<file path="config.mk">
export PLATFORM = sky130hd
export DESIGN_NAME = csi_packet_sequencer_flat
export DESIGN_NICKNAME = d
export VERILOG_FILES = /design/src/rtl/csi_packet_sequencer_if.sv /design/src/rtl/csi_packet_sequencer.sv /design/src/flat_wrapper.sv
export SDC_FILE = /design/constraint.sdc
export NUM_CORES = 1
export LEC_CHECK = 0
export ABC_AREA = 1
export ABC_CLOCK_PERIOD_IN_PS = 3700
export BUFFER_PORTS_ARGS = -buffer_cell sky130_fd_sc_hd__buf_2
export CORE_ASPECT_RATIO = 0.9
export CORE_MARGIN = 3
export CORE_UTILIZATION = 57
export DETAILED_ROUTE_END_ITERATION = 8
export HOLD_SLACK_MARGIN = 0.1
export PLACE_DENSITY = 0.84
export SYNTH_ARGS = -nofsm -noshare
export SYNTH_HDL_FRONTEND = slang
export SYNTH_SLANG_ARGS = --single-unit
</file>
<file path="constraint.sdc">
create_clock -name mipi_clk -period 3.7 [get_ports mipi_clk]
set_clock_uncertainty 0.15 [all_clocks]
set_input_delay 0.185 -clock mipi_clk [delete_from_list [all_inputs] [get_ports mipi_clk]]
set_output_delay 0.185 -clock mipi_clk [all_outputs]
set_load 0.02 [all_outputs]
</file>
<file path="src/rtl/csi_packet_sequencer_if.sv">
// Header/payload handshake between the CSI-2 aligner/ECC stage and the packet sequencer,
// plus the line-buffer write port and status flags the sequencer drives.
interface csi_packet_sequencer_if #(
  parameter int ADDR_W = 9,
  parameter int LINE_W = 12
);
  logic              stop;
  logic              hdr_valid;
  logic [31:0]       hdr;
  logic              word_valid;
  logic [31:0]       word;
  logic              wr_en;
  logic [ADDR_W-1:0] wr_addr;
  logic [31:0]       wr_data;
  logic [LINE_W-1:0] line_cnt;
  logic              frame_active;
  logic              frame_start;
  logic              frame_end;
  logic              line_done;
  logic              err_trunc;
  logic              err_short;
  logic              busy;

  modport master (
    output stop, hdr_valid, hdr, word_valid, word,
    input  wr_en, wr_addr, wr_data, line_cnt, frame_active, frame_start,
           frame_end, line_done, err_trunc, err_short, busy
  );

  modport slave (
    input  stop, hdr_valid, hdr, word_valid, word,
    output wr_en, wr_addr, wr_data, line_cnt, frame_active, frame_start,
           frame_end, line_done, err_trunc, err_short, busy
  );
endinterface

</file>
<file path="src/rtl/csi_packet_sequencer.sv">
// CSI-2 packet sequencer: classifies ECC-clean headers and steps RAW8 payload into line-buffer writes.
// Optional macro CSI_VC_FILTER_EN: drop headers whose VC differs from VC_SEL.
module csi_packet_sequencer #(
  parameter int MAX_LINE_WORDS = 512,
  parameter int ADDR_W         = 9,
  parameter int LINE_W         = 12,
  parameter int VC_SEL         = 0
) (
  input logic                     mipi_clk,
  input logic                     reset_n,
  csi_packet_sequencer_if.slave   bus
);
  // state   | meaning
  // IDLE    | waiting for a packet header
  // PAYLOAD | storing RAW8 payload words into the line buffer
  // SKIP    | discarding CRC/trailer or an unwanted packet until stop
  typedef enum logic [1:0] {IDLE, PAYLOAD, SKIP} state_t;

  localparam int IDX_W = ADDR_W + 1;
  localparam logic [IDX_W-1:0] IDX_MAX = IDX_W'(MAX_LINE_WORDS);

  localparam logic [5:0] DT_FS   = 6'h00;
  localparam logic [5:0] DT_FE   = 6'h01;
  localparam logic [5:0] DT_LS   = 6'h02;
  localparam logic [5:0] DT_LE   = 6'h03;
  localparam logic [5:0] DT_RAW8 = 6'h2A;

  state_t            state;
  logic [14:0]       remaining;
  logic [IDX_W-1:0]  idx;
  logic              wr_en, frame_active, frame_start, frame_end, line_done;
  logic              err_trunc, err_short, busy;
  logic [ADDR_W-1:0] wr_addr;
  logic [31:0]       wr_data;
  logic [LINE_W-1:0] line_cnt;

  logic [5:0]  dt;
  logic [15:0] wc;
  logic [16:0] wc_plus3;
  logic [14:0] words_init;
  logic        vc_ok;
  logic        unused_hdr;

  assign dt         = bus.hdr[5:0];
  assign wc         = bus.hdr[23:8];
  assign wc_plus3   = {1'b0, wc} + 17'd3;
  assign words_init = 15'(wc_plus3 >> 2);

`ifdef CSI_VC_FILTER_EN
  assign vc_ok      = (bus.hdr[7:6] == 2'(VC_SEL));
  assign unused_hdr = ^bus.hdr[31:24];
`else
  assign vc_ok      = 1'b1;
  assign unused_hdr = ^{bus.hdr[31:24], bus.hdr[7:6]};
`endif

  always_ff @(posedge mipi_clk or negedge reset_n) begin
    if (!reset_n) begin
      state        <= IDLE;
      remaining    <= '0;
      idx          <= '0;
      wr_en        <= 1'b0;
      wr_addr      <= '0;
      wr_data      <= '0;
      line_cnt     <= '0;
      frame_active <= 1'b0;
      frame_start  <= 1'b0;
      frame_end    <= 1'b0;
      line_done    <= 1'b0;
      err_trunc    <= 1'b0;
      err_short    <= 1'b0;
      busy         <= 1'b0;
    end else begin
      wr_en       <= 1'b0;
      frame_start <= 1'b0;
      frame_end   <= 1'b0;
      line_done   <= 1'b0;
      case (state)
        IDLE: begin
          if (bus.hdr_valid && !vc_ok) begin
            state <= SKIP;
          end else if (bus.hdr_valid) begin
            case (dt)
              DT_FS: begin
                frame_start  <= 1'b1;
                frame_active <= 1'b1;
                line_cnt     <= '0;
                err_trunc    <= 1'b0;
                err_short    <= 1'b0;
              end
              DT_FE: begin
                frame_end    <= 1'b1;
                frame_active <= 1'b0;
              end
              DT_LS, DT_LE: ;
              DT_RAW8: begin
                if (frame_active && wc != 16'd0) begin
                  remaining <= words_init;
                  idx       <= '0;
                  wr_addr   <= '0;
                  busy      <= 1'b1;
                  state     <= PAYLOAD;
                end else begin
                  state <= SKIP;
                end
              end
              default: state <= SKIP;
            endcase
          end
        end
        PAYLOAD: begin
          // stop wins over a coincident word: the burst is already gone
          if (bus.stop) begin
            err_short <= 1'b1;
            busy      <= 1'b0;
            state     <= IDLE;
          end else if (bus.word_valid) begin
            if (idx < IDX_MAX) begin
              wr_en   <= 1'b1;
              wr_data <= bus.word;
              wr_addr <= idx[ADDR_W-1:0];
            end else begin
              err_trunc <= 1'b1;
            end
            if (idx != IDX_MAX) idx <= idx + 1'b1;
            remaining <= remaining - 1'b1;
            if (remaining == 15'd1) begin
              line_done <= 1'b1;
              line_cnt  <= line_cnt + 1'b1;
              busy      <= 1'b0;
              state     <= SKIP;
            end
          end
        end
        SKIP: begin
          if (bus.stop) state <= IDLE;
        end
        default: state <= IDLE;
      endcase
    end
  end

  assign bus.wr_en        = wr_en;
  assign bus.wr_addr      = wr_addr;
  assign bus.wr_data      = wr_data;
  assign bus.line_cnt     = line_cnt;
  assign bus.frame_active = frame_active;
  assign bus.frame_start  = frame_start;
  assign bus.frame_end    = frame_end;
  assign bus.line_done    = line_done;
  assign bus.err_trunc    = err_trunc;
  assign bus.err_short    = err_short;
  assign bus.busy         = busy;
endmodule

</file>
<file path="src/flat_wrapper.sv">
// flat-port wrapper written by rule: the top's interface ports become plain ports
module csi_packet_sequencer_flat 
#(
  parameter int MAX_LINE_WORDS = 512,
  parameter int ADDR_W         = 9,
  parameter int LINE_W         = 12,
  parameter int VC_SEL         = 0
)
  (mipi_clk, reset_n, bus_stop, bus_hdr_valid, bus_hdr, bus_word_valid, bus_word, bus_wr_en, bus_wr_addr, bus_wr_data, bus_line_cnt, bus_frame_active, bus_frame_start, bus_frame_end, bus_line_done, bus_err_trunc, bus_err_short, bus_busy);
  csi_packet_sequencer_if #(.ADDR_W(ADDR_W), .LINE_W(LINE_W)) bus_i ();
  input logic mipi_clk;
  input logic reset_n;
  input wire logic [$bits(bus_i.stop)-1:0] bus_stop;
  input wire logic [$bits(bus_i.hdr_valid)-1:0] bus_hdr_valid;
  input wire logic [$bits(bus_i.hdr)-1:0] bus_hdr;
  input wire logic [$bits(bus_i.word_valid)-1:0] bus_word_valid;
  input wire logic [$bits(bus_i.word)-1:0] bus_word;
  output wire logic [$bits(bus_i.wr_en)-1:0] bus_wr_en;
  output wire logic [$bits(bus_i.wr_addr)-1:0] bus_wr_addr;
  output wire logic [$bits(bus_i.wr_data)-1:0] bus_wr_data;
  output wire logic [$bits(bus_i.line_cnt)-1:0] bus_line_cnt;
  output wire logic [$bits(bus_i.frame_active)-1:0] bus_frame_active;
  output wire logic [$bits(bus_i.frame_start)-1:0] bus_frame_start;
  output wire logic [$bits(bus_i.frame_end)-1:0] bus_frame_end;
  output wire logic [$bits(bus_i.line_done)-1:0] bus_line_done;
  output wire logic [$bits(bus_i.err_trunc)-1:0] bus_err_trunc;
  output wire logic [$bits(bus_i.err_short)-1:0] bus_err_short;
  output wire logic [$bits(bus_i.busy)-1:0] bus_busy;
  assign bus_i.stop = bus_stop;
  assign bus_i.hdr_valid = bus_hdr_valid;
  assign bus_i.hdr = bus_hdr;
  assign bus_i.word_valid = bus_word_valid;
  assign bus_i.word = bus_word;
  assign bus_wr_en = bus_i.wr_en;
  assign bus_wr_addr = bus_i.wr_addr;
  assign bus_wr_data = bus_i.wr_data;
  assign bus_line_cnt = bus_i.line_cnt;
  assign bus_frame_active = bus_i.frame_active;
  assign bus_frame_start = bus_i.frame_start;
  assign bus_frame_end = bus_i.frame_end;
  assign bus_line_done = bus_i.line_done;
  assign bus_err_trunc = bus_i.err_trunc;
  assign bus_err_short = bus_i.err_short;
  assign bus_busy = bus_i.busy;
  csi_packet_sequencer #(.MAX_LINE_WORDS(MAX_LINE_WORDS), .ADDR_W(ADDR_W), .LINE_W(LINE_W), .VC_SEL(VC_SEL)) u_core (.mipi_clk(mipi_clk), .reset_n(reset_n), .bus(bus_i));
endmodule
</file>
==> run metrics, run 1 <==
status=completed; Yosys top cell by area=dfrtp_1; Fmax=384.0 MHz; ratio of cells with drive above 1 in the final layout=a little under a fifth; post-DP HPWL=8.793 mm; Clock Latency Late Sink=0.36 ns; Final Cycle Share=a little over 70%; H-tree levels=3; Post-Place Cell Area=approximately 5600 sq um; cell with the most instances after synthesis=nand2_1; Post-synth EDFFs=0; Crit path required time=3.85 ns; Core Box Area=8223 sq um; Worst slew margin=37.51%; Total GRT Usage=between 20 and 30%; Final setup viols=0; vias in the first global route=5106; FILL cells=approximately 600; WL/cell=14.40 um; Die Span Y=94.08 um; Synth cell types=33; Starting DRT DRC Count=472; clock-pin transition on the worst setup and hold timing paths=0.09 ns; crit end category=flip-flop; Final TNS setup=0 ns; flop2flop setup slack=1.10 ns; Design Area, Final=~6200 sq um; Power, Total=0.002674 W; Mean Syn Cell Area=6.950 sq um; Routed Antenna Nets=0; commonest cells in the netlist=294 x nand2_1, 88 x dfrtp_1, 73 x nor2_1, 57 x inv_1, 56 x nand3_1; IO Count=130; total die area=9772 sq um; critical path arrival=2.76 ns; Syn Std Cell Area=4913 sq um; Max Cap Violations=0; total wire length=14.19 mm; die width=103.9 um; IO Port Bufs=119; top cells by area, synth=dfrtp_1 45%, nand2_1 22%, nand3_1 5.7%, nor2_1 5.6%, inv_1 4.4%; dpl ws=1.290 ns; Async SR Flop Fraction=100.0%; startpoint types=flip-flop; number of CTS-inserted buffers=9; register area share after synthesis=44.82%; area grow syn2layout=27.02%; critical path class=reg -> reg; global route overflow=0; post-synth top area share=44.82%; crit-path max FO=33; Hold Violations, Final=0; count of pins over their slew limit=0; root buffer cell=clkbuf_8; DRC violations left=0; Max Root-Sink Buffers=2; RSZ-0062 raised after global routing=no; TritonRoute pass-1 iters=5; Yosys reg bits=88; min-delay worst type=in -> reg; fin worst setup slack=1.096 ns; peak supply drop=0.2688 mV; Post-CTS Setup Inserts=0; Period minus WS final=roughly 2.6 ns; Placement Rows=31; first-pass GRT wire length=23.19 mm; synthesis warning total=0; PD cells=428.5 nW/um^2; largest net degree at the start of global routing=75; cell count after synthesis=707; Vias=about 5300; starting density of the core=between 50% and 60%; Via density=between 5 and 6; Net Count, Synth=781; top_reg_cell synth=dfrtp_1; CTS tree=yes; slew at the pin with the worst max-slew slack=0.9374 ns; clk sinks=88; CTS resizes=0; antenna violations before repair=1; # hold bufs at CTS=43; final net count=about 940; leakage=3.375 nW; gpl congestion=0.9149
## final timing paths
| kind | startpoint | end | cells after the start |
|---|---|---|---|
| worst max-delay path | u_core.state[1] | u_core.bus.wr_data[18] | 8 |
| worst min-delay path | bus_hdr[0] | u_core.state[0] | 6 |
| worst max register to register | u_core.state[1] | u_core.bus.wr_data[18] | 8 |
| worst min register to register | u_core.bus.busy | u_core.bus.busy | 2 |
| max in group asynchronous | reset_n | u_core.bus.wr_data[18] | 3 |
| min in group asynchronous | reset_n | u_core.bus.wr_addr[6] | 2 |
## placed cells by master (no fill, tap or decap), drive strengths merged, types with 4 or more instances in the layout
cell type,Yosys,final
nand2,297,297
buf,13,123
dfrtp,88,88
nor2,78,78
inv,62,64
nand3,57,57
o21ai,48,48
dlygate4sd3,0,43
nand4,13,13
clkbuf,7,9
nor3,8,8
nand3b,6,6
xor2,6,6
or2,6,6
ha,5,5
a21oi,4,4
## critical path, cell delays in order, from the launching register on
cell,delay (ns)
dfrtp_1,0.45
inv_2,0.11
nand2_2,0.32
nor2_1,0.37
nand3_1,0.12
buf_4,0.27
inv_2,0.46
nand2_1,0.17
nand2_1,0.09
## per-layer routing
metal	routed length [um]	track usage (%)	up-vias
li1	-	-	2541
met3	1079	5.636	47
met1	5608	35.93	2479
met4	504	14.40	0
met2	6992	49.68	273
met5	0	0	-
## state kept, by name (all words and copies together) (netlist names), 2 cells and up
register and count:
u_core.idx 10, u_core.bus.wr_addr 9, u_core.bus.wr_data 32, u_core.bus.line_cnt 12, u_core.remaining 15, u_core.state 2
## power breakdown
part           internal (W)  switching (W)
clock network      0.000388       0.000375
logic              0.000246       0.000500
registers           0.00106       0.000106
## kinds of logic (layout without fill, tap and decap cells)
logic type      Yosys count  count (layout)  synth area share [%]
flops                    88              88                 44.82
other cells               0               1                     0
compound gates           56              56                 5.984
simple gates            467             467                 39.47
fa+ha+maj                 5               5                 1.273
buf+inv                  82             244                 6.850
xor+xnor                  9               9                 1.604
## stage by stage
stage,cells,hold slack [ns],utilization (%)
after floorplan,707,-0.2606,-
after global placement,925,0.2275,67.88
after detailed placement,925,0.2322,67.88
after CTS,984,0.1106,75.87
after global routing,985,0.1580,75.90
final,985,0.1253,75.90
## cell type report
class / count / area (sq um) / area share [%]
Antenna cell: 1 / 2.502 / 0.04010
Clock buffer: 9 / 123.9 / 1.985
Clock inverter: 7 / 102.6 / 1.644
Inverter: 62 / 232.7 / 3.729
Multi-Input combinational cell: 537 / 2375 / 38.05
Sequential cell: 88 / 2202 / 35.28
Tap cell: 115 / 143.9 / 2.306
Timing Repair Buffer: 166 / 1059 / 16.96
No activity file was read; power rests on OpenSTA's default activity.
==> run 2, diff against run 1 <==
--- a/config.mk
+++ b/config.mk
@@ -5,15 +5,15 @@
 export SDC_FILE = /design/constraint.sdc
 export NUM_CORES = 1
 export LEC_CHECK = 0
-export ABC_AREA = 1
-export ABC_CLOCK_PERIOD_IN_PS = 3700
+export ABC_AREA = 0
+export ABC_CLOCK_PERIOD_IN_PS = 2150
 export BUFFER_PORTS_ARGS = -buffer_cell sky130_fd_sc_hd__buf_2
 export CORE_ASPECT_RATIO = 0.9
 export CORE_MARGIN = 3
-export CORE_UTILIZATION = 57
+export CORE_UTILIZATION = 47
 export DETAILED_ROUTE_END_ITERATION = 8
 export HOLD_SLACK_MARGIN = 0.1
-export PLACE_DENSITY = 0.84
+export PLACE_DENSITY = 0.76
 export SYNTH_ARGS = -nofsm -noshare
 export SYNTH_HDL_FRONTEND = slang
 export SYNTH_SLANG_ARGS = --single-unit
==> constraint.sdc (replaced) <==
create_clock -name mipi_clk -period 2.15 [get_ports mipi_clk]
set_clock_uncertainty 0.15 [all_clocks]
set_input_delay 0.1075 -clock mipi_clk [delete_from_list [all_inputs] [get_ports mipi_clk]]
set_output_delay 0.1075 -clock mipi_clk [all_outputs]
set_load 0.02 [all_outputs]
==> run 2 against run 1 <==
- core utilization shrank 6.6 points
- synthesized cell count decreased by 40%
- sequential power grew 54%
- combinational power down 23%
- clock power increased by 34%
- worst hold slack better by 0.0018 ns
- via count shrank 24%
- sequential share of layout area rose by 0.78 points
- first-iteration DRC count shrank 47%
- flip-flop and latch count did not move
- global-route usage fell by 6.1 points
==> run metrics, run 2 <==
Max Root-Sink Buffers=2 (unchanged); total die area=10520 sq um (was 9772 sq um); fin worst setup slack=0.04217 ns (was 1.096 ns); die width=107.8 um (was 103.9 um); Flop pwr share=53.0% (was 43.6%); leakage=2.996 nW (was 3.375 nW); Final Cycle Share=98.04% (was 70.38%); Hold Violations, Final=0 (unchanged); status=completed (unchanged); PD cells=556.8 nW/um^2 (was 428.5 nW/um^2); starting density of the core=49.77% (was 59.75%); Core Box Area=8808 sq um (was 8223 sq um); Syn Std Cell Area=4384 sq um (was 4913 sq um); post-synth top area share=50.23% (was 44.82%); post-DP HPWL=8.165 mm (was 8.793 mm); Clock Latency Late Sink=0.35 ns (was 0.36 ns); # placed instances=667 (was 925); Synth cell types=51 (was 33); Starting DRT DRC Count=249 (was 472); ANT cells=0 (was 1); clk sinks=88 (unchanged); family with the most delay on the worst path=simple AND/OR/NAND/NOR gates (unchanged); Final TNS setup=0 ns (unchanged); IO Port Bufs=119 (unchanged); Crit path required time=2.28 ns (was 3.85 ns); clock-pin transition on the worst setup and hold timing paths=0.09 ns (about the same); Min Hold Slack=0.1272 ns (was 0.1253 ns); Mean Syn Cell Area=10.36 sq um (was 6.950 sq um); Yosys reg bits=88 (unchanged); IO Count=130 (unchanged); Largest stage delay, worst path=0.41 ns (was 0.46 ns); cell count after synthesis=423 (was 707); worst r2r dst=u_core.bus.line_cnt[11] (was u_core.bus.wr_data[18]); clock share of power=30.0% (was 28.5%); Die Span Y=97.63 um (was 94.08 um); part of the power in combinational logic=17.0% (was 27.9%); Async SR Flop Fraction=100.0% (unchanged); gpl congestion=0.9415 (was 0.9149); multi-input combinational cell area=2138 sq um (was 2375 sq um); final net count=686 (was 938); Util after Layout=69.32% (was 75.90%); CP Cell Sequence=inv_2, ha_4, nor4b_4, nand4_1, or3_4, or4_1, a21oi_1 (was inv_2, nand2_2, nor2_1, nand3_1, buf_4, inv_2, nand2_1, nand2_1); commonest non-fill, non-tap cells in the layout=118 x buf_2, 88 x dfrtp_1, 47 x dlygate4sd3_1 (was 294 x nand2_1, 118 x buf_2, 88 x dfrtp_1); area grow syn2layout=39.27% (was 27.02%); Most flops, register=u_core.bus.wr_data (unchanged); commonest cells in the netlist=88 x dfrtp_1, 32 x mux2_2, 31 x a21oi_1, 27 x nor2_1, 24 x o21ai_0 (was 294 x nand2_1, 88 x dfrtp_1, 73 x nor2_1, 57 x inv_1, 56 x nand3_1); Layout Cells excl Fill=735 (was 985); top cells by area, synth=dfrtp_1 50%, mux2_2 8.2%, a21oi_1 3.5%, xnor2_1 2.8%, o21ai_0 2.7% (was dfrtp_1 45%, nand2_1 22%, nand3_1 5.7%, nor2_1 5.6%, inv_1 4.4%); Yosys top cell by area=dfrtp_1 (unchanged); Via density=5.544 (was 5.421); Worst R2R Start=u_core.remaining[1] (was u_core.state[1]); vias in the first global route=4151 (was 5106); dpl ws=-0.07486 ns (was 1.290 ns); sw frac=29.00% (was 36.68%); startpoint types=flip-flop (unchanged); most common cell after layout, fill and taps aside=buf_2 (was nand2_1); Max Cap Violations=0 (unchanged); Crit path buffers/inverters=1 (was 3); count of pins over their slew limit=0 (unchanged); Placement Rows=32 (was 31); cell with the most instances after synthesis=dfrtp_1 (was nand2_1); synthesis warning total=0 (unchanged); Total GRT Usage=23.04% (was 29.19%); critical path class=reg -> reg (unchanged); ratio of cells with drive above 1 in the final layout=35.71% (was 18.53%); Worst slew margin=61.15% (was 37.51%); TritonRoute pass-1 iters=5 (unchanged); slew at the pin with the worst max-slew slack=0.5801 ns (was 0.9374 ns); DRC violations left=0 (unchanged); crit-path max FO=2 (was 33); Final setup viols=0 (unchanged); largest net degree at the start of global routing=50 (was 75); Period minus WS final=2.108 ns (was 2.604 ns); Vias=4075 (was 5340); number of CTS-inserted buffers=9 (unchanged); total wire length=11.97 mm (was 14.19 mm); global route overflow=0 (unchanged); H-tree levels=3 (unchanged); flop2flop setup slack=0.04 ns (was 1.10 ns); largest registers=u_core.bus.wr_data (32), u_core.remaining (15), u_core.bus.line_cnt (12) (unchanged); WL/cell=16.28 um (was 14.40 um); register area share after synthesis=50.23% (was 44.82%); Post-synth EDFFs=0 (unchanged); root buffer cell=clkbuf_8 (unchanged); Sequential Area=2202 sq um (unchanged); Critical-path top delay cell=dfrtp_1 (was inv_2); top_reg_cell synth=dfrtp_1 (unchanged); Fmax=474.4 MHz (was 384.0 MHz); CTS tree=yes (unchanged); Largest register FFs=32 (unchanged); first-pass GRT wire length=19.53 mm (was 23.19 mm); FILL cells=658 (was 599); R2R depth=7 (was 8); antenna violations before repair=0 (was 1); critical path arrival=2.24 ns (was 2.76 ns); RSZ-0062 raised after global routing=yes (was no); Routed Antenna Nets=0 (unchanged); min-delay worst type=in -> async (was in -> reg); peak supply drop=0.3705 mV (was 0.2688 mV); Pint=0.002414 W (was 0.001693 W); NetSw=0.0009859 W (was 0.0009811 W); Net Count, Synth=497 (was 781); crit end category=flip-flop (unchanged)
run 2: cell types whose count changed in the layout (fill, tap and decap cells not counted), moves of 20 or more:
cell,previous run,this run
a21oi_1,3,30
buf_4,5,30
inv_1,57,15
mux2_2,0,32
nand2_1,294,19
nand3_1,56,13
nor2_1,73,26
o21ai_1,22,2
run 2: area by class of cell:
cell class,instances,area share (%)
flip-flops and latches,88,36.07
multi-input cells,297,35.02
clock inverters,6,0.7582
repair buffers,200,22.70
well taps,119,2.439
inverters,16,0.9836
clock buffers,9,2.029
run 2: kinds of logic after synthesis:
kind of cell               synth area share [%]
adders and majority gates                 1.427
buffers and inverters                     3.482
and+or+nand+nor                           16.84
DFF                                       50.23
AOI/OAI and AO/OA                         15.78
xor gates and xnor gates                  3.796
muxes                                     8.448
run 2: per-stage QoR:
stage	total power [W]	cell area, sq um
floorplan	0.002071	4434
global placement	0.002294	5374
detailed placement	0.002315	5374
CTS	0.003409	6031
global route	0.003562	6106
finish	0.003399	6106
run 2: power by group through the flow:
stage | combinational [W] | sequential (W) | clock (W)
3_3_place_gp | 0.000472 | 0.00182 | 0
6_report | 0.000577 | 0.00180 | 0.00102
2_1_floorplan | 0.000207 | 0.00186 | 0
5_1_grt | 0.000631 | 0.00181 | 0.00112
4_1_cts | 0.000559 | 0.00180 | 0.00105
3_5_place_dp | 0.000487 | 0.00183 | 0
run 2: how the worst max path moves through the flow:
stage,startpoint,endpoint,slack [ns],cells past startpoint
floorplan,bus_hdr[2],u_core.bus.line_cnt[11],-0.05,6
global placement,bus_hdr[2],u_core.bus.line_cnt[11],-0.05,6
detailed placement,bus_hdr[2],u_core.bus.line_cnt[11],-0.07,6
CTS,u_core.remaining[1],u_core.bus.line_cnt[11],0.01,7
global route,u_core.remaining[1],u_core.bus.line_cnt[11],-0.05,7
finish,u_core.remaining[1],u_core.bus.line_cnt[11],0.04,7
run 2: worst register-to-register path: stages, from the launching register on:
cell	delay (ns)
dfrtp_1	0.41
inv_2	0.08
ha_4	0.12
nor4b_4	0.21
nand4_1	0.18
or3_4	0.36
or4_1	0.40
a21oi_1	0.13
run 2: layer usage:
layer / track usage (%) / up-vias / share of wire, %
met1: 28.80 / 1972 / 42
met5: 0 / - / 0
met2: 40.11 / 137 / 51
met3: 4.053 / 18 / 4.6
met4: 7.476 / 0 / 2.1
li1: - / 1948 / -
run 2: repair_timing:
action,in CTS,in global routing
hold buffers,47,0
pin swaps,1,4
hold endpoints to repair,149,0
resized for setup,1,9
buffers inserted,1,5
endpoints found under the setup margin,1,32
==> run 3, diff against run 2 <==
--- a/config.mk
+++ b/config.mk
@@ -5,12 +5,12 @@
 export SDC_FILE = /design/constraint.sdc
 export NUM_CORES = 1
 export LEC_CHECK = 0
-export ABC_AREA = 0
+export ABC_AREA = 1
 export ABC_CLOCK_PERIOD_IN_PS = 2150
 export BUFFER_PORTS_ARGS = -buffer_cell sky130_fd_sc_hd__buf_2
 export CORE_ASPECT_RATIO = 0.9
 export CORE_MARGIN = 3
-export CORE_UTILIZATION = 47
+export CORE_UTILIZATION = 48
 export DETAILED_ROUTE_END_ITERATION = 8
 export HOLD_SLACK_MARGIN = 0.1
 export PLACE_DENSITY = 0.76
==> run 3 against run 2 <==
- via count is 27% higher
- core utilization fell by 3.4 points
- flip-flop and latch count unchanged
- sequential power up 12%
- setup slack better by 0.094 ns
- final cell count increased by 38%
- worst hold slack worse by 0.00079 ns
- critical path depth shrank 1
- fmax is 4.7% higher
- clock-buffer cell count rose by 2
- routed wire length is 12% higher
- critical endpoint is now u_core.bus.frame_active
- highest routed layer unchanged
==> run metrics, run 3 (synthesis gave the netlist of run 1 again) <==
status=completed (unchanged); CP Cell Sequence=nor2_2, inv_1, nor3_2, dlygate4sd3_1, nor2_1, nor2_1 (was inv_2, ha_4, nor4b_4, nand4_1, or3_4, or4_1, a21oi_1); Final setup viols=0 (unchanged); Max Cap Violations=0 (unchanged); family with the most delay on the worst path=buffers and inverters (was simple AND/OR/NAND/NOR gates); R2R depth=6 (was 7); area grow syn2layout=31.88% (was 39.27%); post-DP HPWL=9.141 mm (was 8.165 mm); gpl congestion=0.9196 (was 0.9415); IO Port Bufs=119 (unchanged); TritonRoute pass-1 iters=5 (unchanged); Via density=5.134 (was 5.544); H-tree levels=3 (unchanged); crit end category=flip-flop (unchanged); total die area=11490 sq um (was 10520 sq um); ratio of cells with drive above 1 in the final layout=18.98% (was 35.71%); Die Span Y=102.0 um (was 97.63 um); count of pins over their slew limit=0 (unchanged); crit-path max FO=7 (was 2); Final Cycle Share=93.68% (was 98.04%); die width=112.6 um (was 107.8 um); root buffer cell=clkbuf_16 (was clkbuf_8); starting density of the core=50.00% (was 49.77%); clock-pin transition on the worst setup and hold timing paths=0.06 ns (was 0.09 ns); Worst slew margin=65.90% (was 61.15%); vias in the first global route=4820 (was 4151); Max Root-Sink Buffers=2 (unchanged); Starting DRT DRC Count=334 (was 249); global route overflow=0 (unchanged); number of CTS-inserted buffers=9 (unchanged); Pint=0.003107 W (was 0.002414 W); Crit path required time=2.28 ns (about the same); most common cell after layout, fill and taps aside=nand2_1 (was buf_2); Flop pwr share=42.0% (was 53.0%); Hold Violations, Final=0 (unchanged); flop2flop setup slack=0.14 ns (was 0.04 ns); most used cell along the critical path=nor2_1; WL/cell=13.30 um (was 16.28 um); largest registers=u_core.bus.wr_data (32), u_core.remaining (15), u_core.bus.line_cnt (12) (unchanged); PD cells=738.0 nW/um^2 (was 556.8 nW/um^2); peak supply drop=0.5076 mV (was 0.3705 mV); Largest register FFs=32 (unchanged); leakage=3.463 nW (was 2.996 nW); Post-Place Cell Area=5653 sq um (was 5374 sq um); Largest stage delay, worst path=0.65 ns (was 0.41 ns); Crit path buffers/inverters=2 (was 1); total wire length=13.45 mm (was 11.97 mm); Clock Latency Late Sink=0.34 ns (was 0.35 ns); antenna violations before repair=0 (unchanged); commonest non-fill, non-tap cells in the layout=294 x nand2_1, 118 x buf_2, 88 x dfrtp_1 (was 118 x buf_2, 88 x dfrtp_1, 47 x dlygate4sd3_1); largest net degree at the start of global routing=39 (was 50); sw frac=35.03% (was 29.00%); Most flops, register=u_core.bus.wr_data (unchanged); critical path class=reg -> reg (unchanged); Core Box Area=9827 sq um (was 8808 sq um); Routed Antenna Nets=0 (unchanged); ANT cells=0 (unchanged); Final TNS setup=0 ns (unchanged); CTS tree=yes (unchanged); startpoint types=flip-flop (unchanged); DRC violations left=0 (unchanged); Fmax=496.5 MHz (was 474.4 MHz); Critical-path top delay cell=dlygate4sd3_1 (was dfrtp_1); Vias=5190 (was 4075); worst r2r dst=u_core.bus.frame_active (was u_core.bus.line_cnt[11]); clk sinks=88 (unchanged); first-pass GRT wire length=22.70 mm (was 19.53 mm); Design Area, Final=6480 sq um (was 6106 sq um); IO Count=130 (unchanged); Worst R2R Start=u_core.state[1] (was u_core.remaining[1]); slew at the pin with the worst max-slew slack=0.5115 ns (was 0.5801 ns); RSZ-0062 raised after global routing=no (was yes); final net count=954 (was 686); critical path arrival=2.14 ns (was 2.24 ns); part of the power in combinational logic=27.4% (was 17.0%); Period minus WS final=2.014 ns (was 2.108 ns); Placement Rows=34 (was 32); clock share of power=30.7% (was 30.0%); NetSw=0.001675 W (was 0.0009859 W); min-delay worst type=in -> async (unchanged); Total GRT Usage=24.17% (was 23.04%)
## run 3: cell count changes in the layout (fill, tap and decap cells not counted), moves of 27 or more
cell     before  now
a21oi_1      30    3
inv_1        15   57
mux2_2       32    0
nand2_1      19  294
nand3_1      13   56
nor2_1       26   72
## run 3: cell type report
type	instances	area, sq um
multi-input combinational	537	2387
tap	126	157.7
sequential	88	2202
fill	802	3347
timing repair buffer	182	1216
clock buffer	11	242.7
inverter	62	234.0
clock inverter	5	40.04
## run 3: per-stage QoR
stage               utilization (%)  total power, W  instances  hold slack [ns]  setup WS (ns)
floorplan                         -        0.002875        707          -0.3381         0.5052
global placement              57.52        0.003202        942         -0.03855         0.3261
detailed placement            57.52        0.003238        942         -0.03774         0.2044
global route                  65.94        0.005095       1011           0.1591        0.04928
finish                        65.94        0.004783       1011           0.1264         0.1359
CTS                           65.80        0.004800       1011           0.1109        0.09336
## run 3: layer usage
layer / global-route usage, % / wire length (um) / up-vias
met2: 39.30 / 6472 / 190
met4: 6.377 / 222 / 0
met3: 6.868 / 926 / 24
met5: 0 / 0 / -
met1: 32.15 / 5827 / 2403
li1: - / - / 2573
## run 3: power groups by stage
stage | logic, W | clock network (W) | registers [W]
2_1_floorplan | 0.000833 | 0 | 0.00204
3_3_place_gp | 0.00118 | 0 | 0.00202
3_5_place_dp | 0.00121 | 0 | 0.00203
4_1_cts | 0.00129 | 0.00150 | 0.00200
5_1_grt | 0.00151 | 0.00156 | 0.00203
6_report | 0.00131 | 0.00147 | 0.00201
## run 3: worst max-delay path by stage
stage,start,endpoint,slack [ns],depth (start not counted)
after CTS,u_core.state[1],u_core.bus.frame_active,0.09,6
after global routing,u_core.state[1],u_core.bus.frame_active,0.05,6
after detailed placement,u_core.state[1],u_core.bus.wr_data[27],0.20,7
final,u_core.state[1],u_core.bus.frame_active,0.14,6
after floorplan,u_core.state[0],u_core.idx[7],0.51,11
after global placement,u_core.remaining[0],u_core.remaining[10],0.33,9
## run 3: timing repair
action / CTS / global route
hold buffers: 53 / 0
resized for setup: 0 / 4
hold endpoints to repair: 136 / 0
endpoints found under the setup margin: 0 / 5
buffers inserted: 0 / 0
